### src/rtl/fifo_wr_arbiter.sv
// fifo_wr_arbiter: round-robin arbiter that lets NREQ write-domain producers
// share one FIFO write port (winc/wdata/wfull).
// A grant lasts until the owner's packet ends, its BURST-word budget is used
// up, or it stops presenting data. Priority then rotates to the next requester.
// Optional build macro FIFO_WR_ARB_PRIO0_EN: requester 0 wins every
// arbitration in which it is valid, and its grants leave the rotation
// pointer untouched.
module fifo_wr_arbiter #(
    parameter int NREQ  = 4,
    parameter int DSIZE = 8,
    parameter int BURST = 4
) (
    input  logic                    wclk,
    input  logic                    wrst_n,
    input  logic [NREQ-1:0]         req_valid,
    input  logic [NREQ*DSIZE-1:0]   req_data,
    input  logic [NREQ-1:0]         req_last,
    output logic [NREQ-1:0]         req_ready,
    input  logic                    wfull,
    output logic                    winc,
    output logic [DSIZE-1:0]        wdata,
    output logic [NREQ-1:0]         grant,
    output logic                    busy
);

    localparam int PW = (NREQ > 1) ? $clog2(NREQ) : 1;
    localparam int BW = (BURST > 0) ? $clog2(BURST + 1) : 1;
    localparam logic [BW-1:0] LAST_BEAT = BW'(BURST - 1);
    localparam logic [PW-1:0] LAST_IDX  = PW'(NREQ - 1);

    typedef enum logic {IDLE, GRANT} state_t;

    state_t          state;
    logic [PW-1:0]   rr_ptr;
    logic [PW-1:0]   owner;
    logic [BW-1:0]   beat_cnt;

    logic [PW-1:0]   pick;
    logic            pick_vld;
    logic [PW-1:0]   idx;
    logic            own_vld;
    logic            own_last;
    logic            xfer;
    logic            release_c;
    logic [PW-1:0]   next_ptr;

    // Choose the first valid requester, searching cyclically from rr_ptr
    always_comb begin
        pick     = '0;
        pick_vld = 1'b0;
        idx      = '0;
        for (int k = 0; k < NREQ; k++) begin
            idx = PW'((int'(rr_ptr) + k) % NREQ);
            if (!pick_vld && req_valid[idx]) begin
                pick     = idx;
                pick_vld = 1'b1;
            end
        end
`ifdef FIFO_WR_ARB_PRIO0_EN
        if (req_valid[0]) begin
            pick     = '0;
            pick_vld = 1'b1;
        end
`endif
    end

    // Steer the owner's word to the FIFO and decide whether the grant ends
    always_comb begin
        own_vld   = req_valid[owner];
        own_last  = req_last[owner];
        wdata     = req_data[owner*DSIZE +: DSIZE];
        xfer      = busy & own_vld & ~wfull;
        winc      = xfer;
        req_ready = grant & {NREQ{~wfull}};
        // An idle owner gives up the port; a stalled owner (wfull) keeps it.
        release_c = ~own_vld | (xfer & (own_last | (beat_cnt == LAST_BEAT)));
        next_ptr  = (owner == LAST_IDX) ? '0 : owner + PW'(1);
    end

    // Arbitration FSM: IDLE picks an owner, GRANT streams its words
    always_ff @(posedge wclk) begin
        if (!wrst_n) begin
            state    <= IDLE;
            grant    <= '0;
            busy     <= 1'b0;
            rr_ptr   <= '0;
            owner    <= '0;
            beat_cnt <= '0;
        end else begin
            case (state)
                IDLE: begin
                    if (pick_vld) begin
                        grant    <= {{(NREQ-1){1'b0}}, 1'b1} << pick;
                        owner    <= pick;
                        beat_cnt <= '0;
                        busy     <= 1'b1;
                        state    <= GRANT;
                    end
                end
                GRANT: begin
                    if (release_c) begin
                        grant    <= '0;
                        busy     <= 1'b0;
                        beat_cnt <= '0;
                        state    <= IDLE;
`ifdef FIFO_WR_ARB_PRIO0_EN
                        if (owner != '0) begin
                            rr_ptr <= next_ptr;
                        end
`else
                        rr_ptr <= next_ptr;
`endif
                    end else if (xfer) begin
                        beat_cnt <= beat_cnt + BW'(1);
                    end
                end
                default: begin
                    state <= IDLE;
                    grant <= '0;
                    busy  <= 1'b0;
                end
            endcase
        end
    end

    // A write must never be issued into a full FIFO
    a_no_write_when_full: assert property (@(posedge wclk) disable iff (!wrst_n)
        !(winc && wfull));

    // At most one requester owns the port
    a_grant_onehot0: assert property (@(posedge wclk) disable iff (!wrst_n)
        $onehot0(grant));

endmodule

### config.mk
export PLATFORM = sky130hd
export DESIGN_NAME = fifo_wr_arbiter
export DESIGN_NICKNAME = d
export VERILOG_FILES = /design/src/rtl/fifo_wr_arbiter.sv
export SDC_FILE = /design/constraint.sdc
export NUM_CORES = 1
export LEC_CHECK = 0
export CORE_AREA = 2 2 55 57
export DETAILED_ROUTE_END_ITERATION = 8
export DIE_AREA = 0 0 57 59
export HOLD_SLACK_MARGIN = 0.03
export PLACE_DENSITY = 0.78
export SLEW_MARGIN = 5
export SYNTH_ARGS = -nofsm -noshare
export SYNTH_HDL_FRONTEND = slang
export SYNTH_SLANG_ARGS = --single-unit
### constraint.sdc
create_clock -name wclk -period 2.2 [get_ports wclk]
set_input_delay 0.33 -clock wclk [delete_from_list [all_inputs] [get_ports wclk]]
set_output_delay 0.33 -clock wclk [all_outputs]
set_load 0.005 [all_outputs]
==> After elaboration in Yosys (flattened, before gate mapping) <==
Cells that the tools add are included.
{ "totals": {"ff_bits": 13, "in_bits": 43, "out_inout_bits": 18} }
{ "op_classes": {"addsub": 5, "n_lt_le_gt_ge": 5, "eq_ne": 5, "shift": 2, "n_mux": 34, "bitwise_logic": 9, "reduce_logical": 10} }
{ "op_table": {"columns": ["operator", "n"], "rows": [
  ["indexed part select 32 x 6 -> 8 bit", 1],
  ["< comparator 2 x 3 -> 1 bit (second input constant)", 5],
  ["two-way mux 1 bit", 14],
  ["binary-select mux 1 bit (select 2 bit)", 6],
  ["two-way mux 2 bit", 5],
  ["two-way mux 3 bit", 3],
  ["two-way mux 4 bit", 2],
  ["one-hot mux 4 bit (2 select lines)", 1],
  ["AND reduction 2 bit", 4],
  ["one-hot mux 3 bit (2 select lines)", 1],
  ["adder 2 x 1 -> 2 bit (second input constant)", 2],
  ["adder 2 bit (second input constant)", 2],
  ["AND 4 bit", 1],
  ["one-hot mux 1 bit (2 select lines)", 2],
  ["<< shifter 1 x 2 -> 4 bit (first input constant)", 1],
  ["adder 3 x 1 -> 3 bit (second input constant)", 1],
  ["AND 1 bit", 3],
  ["equality test 3 x 2 -> 1 bit (second input constant)", 1],
  ["logical AND 1 bit", 3],
  ["zero test 1 bit", 3],
  ["inequality test 3 x 2 -> 1 bit (second input constant)", 1],
  ["NOT 1 bit", 3],
  ["equality test 2 bit (second input constant)", 1],
  ["inequality test 2 x 1 -> 1 bit (second input constant)", 1],
  ["other kinds (2)", 3]
]} }

==> Depth between registers and ports, before layout <==
Gate-level depths: netlist of run 1.
{ "depth": {"word_depth": 15, "mapped_depth": 6, "mapped_depth_nobuf": 6} }

==> Least setup slack after synthesis of run 1 <==
No wires, ideal clock.
{ "synth_path": {"path_kind": "register -> register", "startpoint": "reg owner[0]", "endpoint": "reg grant[2]", "t_arrival_ns": 1.666, "t_required_ns": 2.083, "slack_ns": 0.416, "stages_incl_launch_ff": 5, "n_path_buf": 0, "synth_period_minus_slack_ns": 1.784, "cell_sequence": "dfxtp_1 -> mux4_2 -> mux2_2 -> a21boi_4 -> a32o_1"} }
{ "synth_between": {"elab_chain_cells": 8, "word_cells_on_any_way": 12, "classes_between": "eq/ne (1); mux (4); bitwise (6); reduce/logical (1)"} }
{ "synth_lines": {"columns": ["element", "line", "source"], "rows": [
  ["from (decl)", "35", "logic [PW-1:0] owner;"],
  ["from (signal assigned)", "94", "owner <= pick;"],
  ["binary-select mux 1 bit (select 2 bit)", "69", "own_vld = req_valid[owner];"],
  ["two-way mux 1 bit (not written as such)", "69", null],
  ["AND 1 bit (2 in a row)", "72", "xfer = busy & own_vld & ~wfull;"],
  ["AND 1 bit", "76", "release_c = ~own_vld | (xfer & (own_last | (beat_cnt == LAST_BEAT)));"],
  ["bitwise OR 1 bit *", "76", null],
  ["inequality test 2 x 1 -> 1 bit (no line) *", null, null],
  ["AND reduction 2 bit (no line) *", null, null],
  ["to (signal assigned)", "93", "grant <= {{(NREQ-1){1'b0}}, 1'b1} << pick;"],
  ["to (decl)", "22", "output logic [NREQ-1:0] grant,"]
]} }
Mark *: on every way between the ends. The rest lies on a longest branch, timed or not. The select of a mux whose other input is x is not followed.
A chain may end at the register's enable or synchronous reset.

==> Worst setup path after layout of run 1 <==
{ "layout_path": {"startpoint": "reg owner[0]", "endpoint": "out wdata[6]"} }
{ "layout_between": {"elab_chain_cells": 1} }
{ "layout_lines": {"columns": ["element", "line", "source"], "rows": [
  ["indexed part select 32 x 6 -> 8 bit", "71", "wdata = req_data[owner*DSIZE +: DSIZE];"],
  ["to (decl)", "21", "output logic [DSIZE-1:0] wdata,"]
]} }
Every way passes these cells.

==> results of run 1 <==
routing by layer:
metal	routed length (um)	GRT usage, %	vias up
met5	0	0	-
li1	-	-	530
met4	47	6.98	0
met1	1320	24.0	532
met3	308	4.80	5
met2	1490	37.9	63
cell families (layout without fill, tap and decap cells):
kind of cell | after synthesis | in the layout | share of synthesized area [%]
compound gates | 24 | 24 | 21.2
fa+ha+maj | 3 | 3 | 3.80
mux | 14 | 14 | 25.7
buf+inv | 7 | 83 | 2.79
flops | 13 | 13 | 26.4
simple gates | 37 | 37 | 20.2
critical path: cells and delay by family (launching register included):
kind,cells,cell delay (ns)
buffers and inverters,2,0.63
muxes,1,0.50
DFF,1,0.37
stage by stage:
| step | setup WS, ns | TNS, ns | hold slack (ns) | util [%] | cells |
|---|---|---|---|---|---|
| final | 0.0679 | 0 | 0.477 | 65.3 | 205 |
| after global placement | 0.00583 | 0 | 0.460 | 63.0 | 198 |
| after detailed placement | -0.00217 | -0.00217 | 0.471 | 63.0 | 198 |
| after global routing | 0.00546 | 0 | 0.508 | 65.3 | 205 |
| after CTS | 0.0262 | 0 | 0.481 | 64.7 | 204 |
| after floorplan | 0.416 | 0 | 0.445 | - | 98 |
state kept, by name, summed over array words and instances, names as in the netlist:
register / cells
grant: 4
rr_ptr: 2
busy: 1
state: 1
beat_cnt: 3
owner: 2
synthesized netlist by cell type (2+ instances only):
cell,count
a21boi_0,2
a31oi_1,2
a32o_1,4
and2_1,4
clkbuf_1,3
dfxtp_1,13
ha_1,3
inv_1,3
mux2i_1,4
mux4_2,9
nand2_1,10
nand4_1,2
nor2_1,5
nor2b_1,10
o211a_1,2
o21ai_0,2
o21bai_1,2
o41ai_1,2
cell type report:
class / instances / area (um2) / area share, %
multi-input combinational: 78 / 702 / 39.6
inverter: 3 / 11.3 / 0.636
tap: 31 / 38.8 / 2.19
sequential: 13 / 262 / 14.8
timing repair buffer: 76 / 731 / 41.3
clock buffer: 4 / 26.3 / 1.48
repair_timing:
| action | 4_1_cts | 5_1_grt |
|---|---|---|
| gates resized for setup | 2 | 3 |
| buffers inserted | 2 | 1 |
| pin swaps | 0 | 0 |
| endpoints found under the setup margin | 9 | 4 |
how the worst max path moves through the flow:
stage	endpoint	slack [ns]	cells after the start
floorplan	grant[2]	0.42	4
global route	wdata[6]	0.005	3
detailed placement	winc	-0.002	5
global placement	winc	0.006	5
CTS	winc	0.03	5
finish	wdata[6]	0.07	3
where the power goes:
| group | switching [mW] | internal, mW | leakage, nW | total [mW] |
|---|---|---|---|---|
| Clock | 0.0863 | 0.0706 | 0.0150 | 0.157 |
| Sequential | 0.0178 | 0.253 | 0.107 | 0.271 |
| Combinational | 0.123 | 0.235 | 0.595 | 0.357 |
| Total | 0.227 | 0.559 | 0.717 | 0.785 |
==> flow_summary_export.csv, run 1 <==
group,metric,value,unit
timing,hold_viol,0,
critical_path,crit_arrival,1.80,ns
logic_synthesis,yosysUniqueCellTypes,34,
hold_path,whs_path_depth,2,
floorplan,die_h,59,um
critical_path,worst_r2r_endpoint,"grant[3]",
clock_network,cts.sinks,13,
timing,worst_clock_skew,0.00429,ns
status,status,"finished clean",
routing,wl_per_cell,15.4,um
placed_design,placed_cell_area,0.00171,mm2
routing,drc,0,
logic_synthesis,yosysTopAreaCellShare,26.4,%
floorplan,dieWidth,57,um
critical_path,worstSetupPathType,"reg2out",
timing,drv_slew,0,
routing,via_count,1130,
finish,fillers,227,
logic_synthesis,syn_inst,98,
run,drv_cap,0,
clock_network,clock_path_buffers,2,
clock_network,htree_levels,1,
floorplan,initial_utilization,36.4,%
routing,detail_route.first_pass.iterations,4,
floorplan,die-area,0.00336,mm2
critical_path,startpoint_type,"register",
logic_synthesis,ys_ff_latch,13,
logic_synthesis,yosys.area.top_type,"dfxtp_1",
finish,finalNetCount,221,
power_and_ir_drop,ir_drop,0.282,mV
hold_path,min_path_type,"reg2reg",
placed_design,dp_hpwl,2610,um
routing,drtIter0Drc,20,
clock_network,holdBufCountCts,0,
logic_synthesis,ys.flop_type,"dfxtp_1",
finish,fin_area,0.00177,mm2
finish,final_cell_mix,"59 x clkdlybuf4s50_1, 15 x buf_4, 12 x dfxtp_1",
power_and_ir_drop,leakage,0.717,nW
grt,antenna_found_initial,0,
clock_network,cts.clk_slew.worst_paths,0.08,ns
critical_path,endpoint_kind,"primary output",
logic_synthesis,seq_area_frac_synth,26.4,%
timing,fmax,0.469,GHz
hold_path,whs_endpoint,"beat_cnt[2]",
timing,rsz0062_at_grt,"no",
timing,setup_viol,0,
grt,grt_pass1_vias,1199,
placed_design,portBuffers,60,
routing,ant_nets,0,
logic_synthesis,synth_warnings,0,
critical_path,r2r-start,"owner[0]",
finish,drive_above_1_share,19.5,%
floorplan,row_count,19,
critical_path,crit_path_start,"owner[0]",
routing,via_per_inst,5.51,
logic_synthesis,synth_area,987,um2
timing,slew_headroom,63.8,%
floorplan,core_region_area,0.00271,mm2
grt,grt_max_degree,13,
critical_path,rr_worst_depth,6,
hold_path,min_from,"beat_cnt[2]",
routing,wl,3170,um
critical_path,path_max_fanout,10,
power_and_ir_drop,power.density,444,mW/mm2
critical_path,slowest_stage,"mux4_2",
logic_synthesis,synth.avg_cell_area,10.1,um2
critical_path,worstPathCellList,"buf_8 > mux4_2 > clkdlybuf4s50_1",
critical_path,cp.required,1.87,ns
grt,grt-ovfl-total,0,
logic_synthesis,synth_edf_count,0,
finish,syn2layout_area_growth,79.3,%
clock_network,cts_buffers,3,
clock_network,cts_tree,"done",
critical_path,cpPeakStageDelay,0.50,ns
logic_synthesis,async_reset_ff_share,0,%
floorplan,ioPinCount,61,
grt,grt_pass1_wl,5380,um
finish,diodes,0,
logic_synthesis,syn_nets,144,
clock_network,root_buffer,"clkbuf_4",
logic_synthesis,synthTopCellsByArea,"dfxtp_1 26%, mux4_2 21%, nor2b_1 6.3%",
critical_path,reg2reg_slack,0.20,ns
timing,fin_crit,2.13,ns
finish,mostFrequentLayoutCell,"clkdlybuf4s50_1",
placed_design,gp_congestion,0.761,
clock_network,clk_latency,0.29,ns
grt,grt_use_total,20.8,%
power_and_ir_drop,fin_total_pwr,0.785,mW
timing,tightest_slew,0.541,ns
timing,final.period_utilization,96.9,%
Power figures use the tool's default switching activity.
==> run 2, diff against run 1 <==
--- a/config.mk
+++ b/config.mk
@@ -8,2 +8,3 @@
 export CORE_AREA = 2 2 55 57
+export CTS_BUF_LIST = sky130_fd_sc_hd__clkbuf_8 sky130_fd_sc_hd__clkbuf_16
 export DETAILED_ROUTE_END_ITERATION = 8
--- a/constraint.sdc
+++ b/constraint.sdc
@@ -3,2 +3,2 @@
 set_output_delay 0.33 -clock wclk [all_outputs]
-set_load 0.005 [all_outputs]
+set_load 0.05 [all_outputs]
==> run 2 against run 1 <==
- total power is 17% higher
- utilization is 3.0 points lower
- via count is 2.4% lower
- non-clock buffer count is 7 lower
- largest cell class is now multi-input gates
- design area is 4.5% lower
- clock skew hardly changed
- first-iteration DRC count is 30% higher
- cell count is 3.4% lower
- die area stayed put
==> flow_summary_export.csv, run 2 (synthesis results as in run 1) <==
group,metric,value,unit
status,status,"finished clean",
finish,mostFrequentLayoutCell,"clkdlybuf4s50_1",
routing,wl_per_cell,15.3,um
grt,grt-ovfl-total,0,
clock_network,cts.clk_slew.worst_paths,0.05,ns
hold_path,min_path_type,"reg2reg",
grt,grt_max_degree,16,
placed_design,gp_congestion,0.889,
floorplan,die_h,59,um
floorplan,initial_utilization,36.4,%
critical_path,crit_arrival,1.64,ns
clock_network,cts_tree,"done",
critical_path,worstPathCellList,"clkdlybuf4s50_1 > mux4_2 > nand2_1 > inv_1 > buf_4",
routing,drtIter0Drc,26,
critical_path,worstSetupPathType,"in2out",
critical_path,cp_top_family,"buffers and inverters",
clock_network,cts.sinks,13,
timing,tightest_slew,0.508,ns
finish,finalNetCount,214,
routing,ant_nets,0,
clock_network,cts_buffers,3,
placed_design,dp_hpwl,2500,um
floorplan,dieWidth,57,um
routing,via_count,1103,
routing,wl,3030,um
timing,fin_crit,1.97,ns
finish,largest_reg_flops,4,
floorplan,die-area,0.00336,mm2
timing,setup-tns-final,0,ns
floorplan,row_count,19,
timing,fmax,0.508,GHz
grt,grt_pass1_vias,1175,
clock_network,cts_resized,0,
finish,final_cell_mix,"47 x clkdlybuf4s50_1, 22 x buf_4, 13 x dfxtp_1",
grt,grt_use_total,19.1,%
clock_network,htree_levels,1,
timing,rsz0062_at_grt,"no",
critical_path,endpoint_kind,"primary output",
critical_path,crit_buf_inv,3,
critical_path,path_max_fanout,5,
grt,antenna_found_initial,0,
finish,syn2layout_area_growth,71.2,%
power_and_ir_drop,leakage,0.690,nW
timing,setup_viol,0,
routing,detail_route.first_pass.iterations,4,
timing,hold_viol,0,
critical_path,slowest_stage,"mux4_2",
finish,largestRegisters,"grant (4), beat_cnt (3)",
clock_network,postCtsSetupRepairBufs,0,
finish,drive_above_1_share,22.8,%
finish,regMostFlops,"grant",
finish,diodes,0,
grt,grt_pass1_wl,5030,um
clock_network,holdBufCountCts,0,
critical_path,cpPeakStageDelay,0.54,ns
floorplan,ioPinCount,61,
clock_network,clk_latency,0.25,ns
critical_path,startpoint_type,"primary input",
timing,final.period_utilization,89.5,%
placed_design,portBuffers,60,
routing,drc,0,
run,drv_cap,0,
floorplan,core_region_area,0.00271,mm2
routing,via_per_inst,5.57,
timing,worst_clock_skew,0.00430,ns
critical_path,cp.required,1.87,ns
clock_network,root_buffer,"clkbuf_8",
timing,slew_headroom,66.0,%
finish,fin_util,62.4,%
power_and_ir_drop,power.density,544,mW/mm2
power_and_ir_drop,ir_drop,0.352,mV
timing,drv_slew,0,
clock_network,clock_path_buffers,2,
==> run 2: changes by cell type in the layout (fill, tap and decap cells not counted), sizes merged <==
cell / delta
dlymetal6s2s: -1
clkbuf: -1
clkdlybuf4s50: -12
inv: +1
buf: +6
==> run 2: tightest hold or removal path, cell delays in order, from the launching register on <==
cell	delay, ns
dfxtp_1	0.31
nand4_1	0.07
o41ai_1	0.06
==> run 2: power by group <==
part	switching (mW)	internal [mW]	total, mW
combinational	0.232	0.206	0.437
sequential	0.0165	0.254	0.270
clock	0.0881	0.123	0.211
==> run 2: path summary, 6_finish.rpt <==
path,from,to,slack (ns),cells after the start
worst max-delay path,req_valid[3],winc,0.23,5
worst min register to register,beat_cnt[2],beat_cnt[2],0.48,2
worst min-delay path,beat_cnt[2],beat_cnt[2],0.48,2
worst max register to register,owner[0],grant[3],0.44,4
==> run 2: layer usage <==
| metal | wire length, um | share of wire (%) | GRT usage (%) | up-vias |
|---|---|---|---|---|
| li1 | - | - | - | 517 |
| met1 | 1210 | 40 | 20.9 | 515 |
| met2 | 1460 | 48 | 36.1 | 66 |
| met3 | 306 | 10 | 4.15 | 5 |
| met4 | 44 | 1.5 | 7.31 | 0 |
| met5 | 0 | 0 | 0 | - |
==> run 2: metrics by stage <==
stage          std cells  cell area [um2]  setup slack (ns)  power [mW]  hold slack, ns
2_1_floorplan         98              987             0.416       0.540           0.445
3_3_place_gp         194             1650            0.0802       0.707           0.473
3_5_place_dp         194             1650            0.0414       0.713           0.479
4_1_cts              198             1690             0.219       0.927           0.487
5_1_grt              198             1690             0.195       0.964           0.514
6_report             198             1690             0.230       0.919           0.483
==> run 2: area by class of cell <==
| type | instances | area [um2] |
|---|---|---|
| sequential | 13 | 260 |
| fill | 227 | 1020 |
| clock inverter | 1 | 3.75 |
| inverter | 3 | 11.3 |
| clock buffer | 3 | 41.3 |
| tap | 31 | 38.8 |
| timing repair buffer | 69 | 636 |
| multi-input combinational | 78 | 699 |
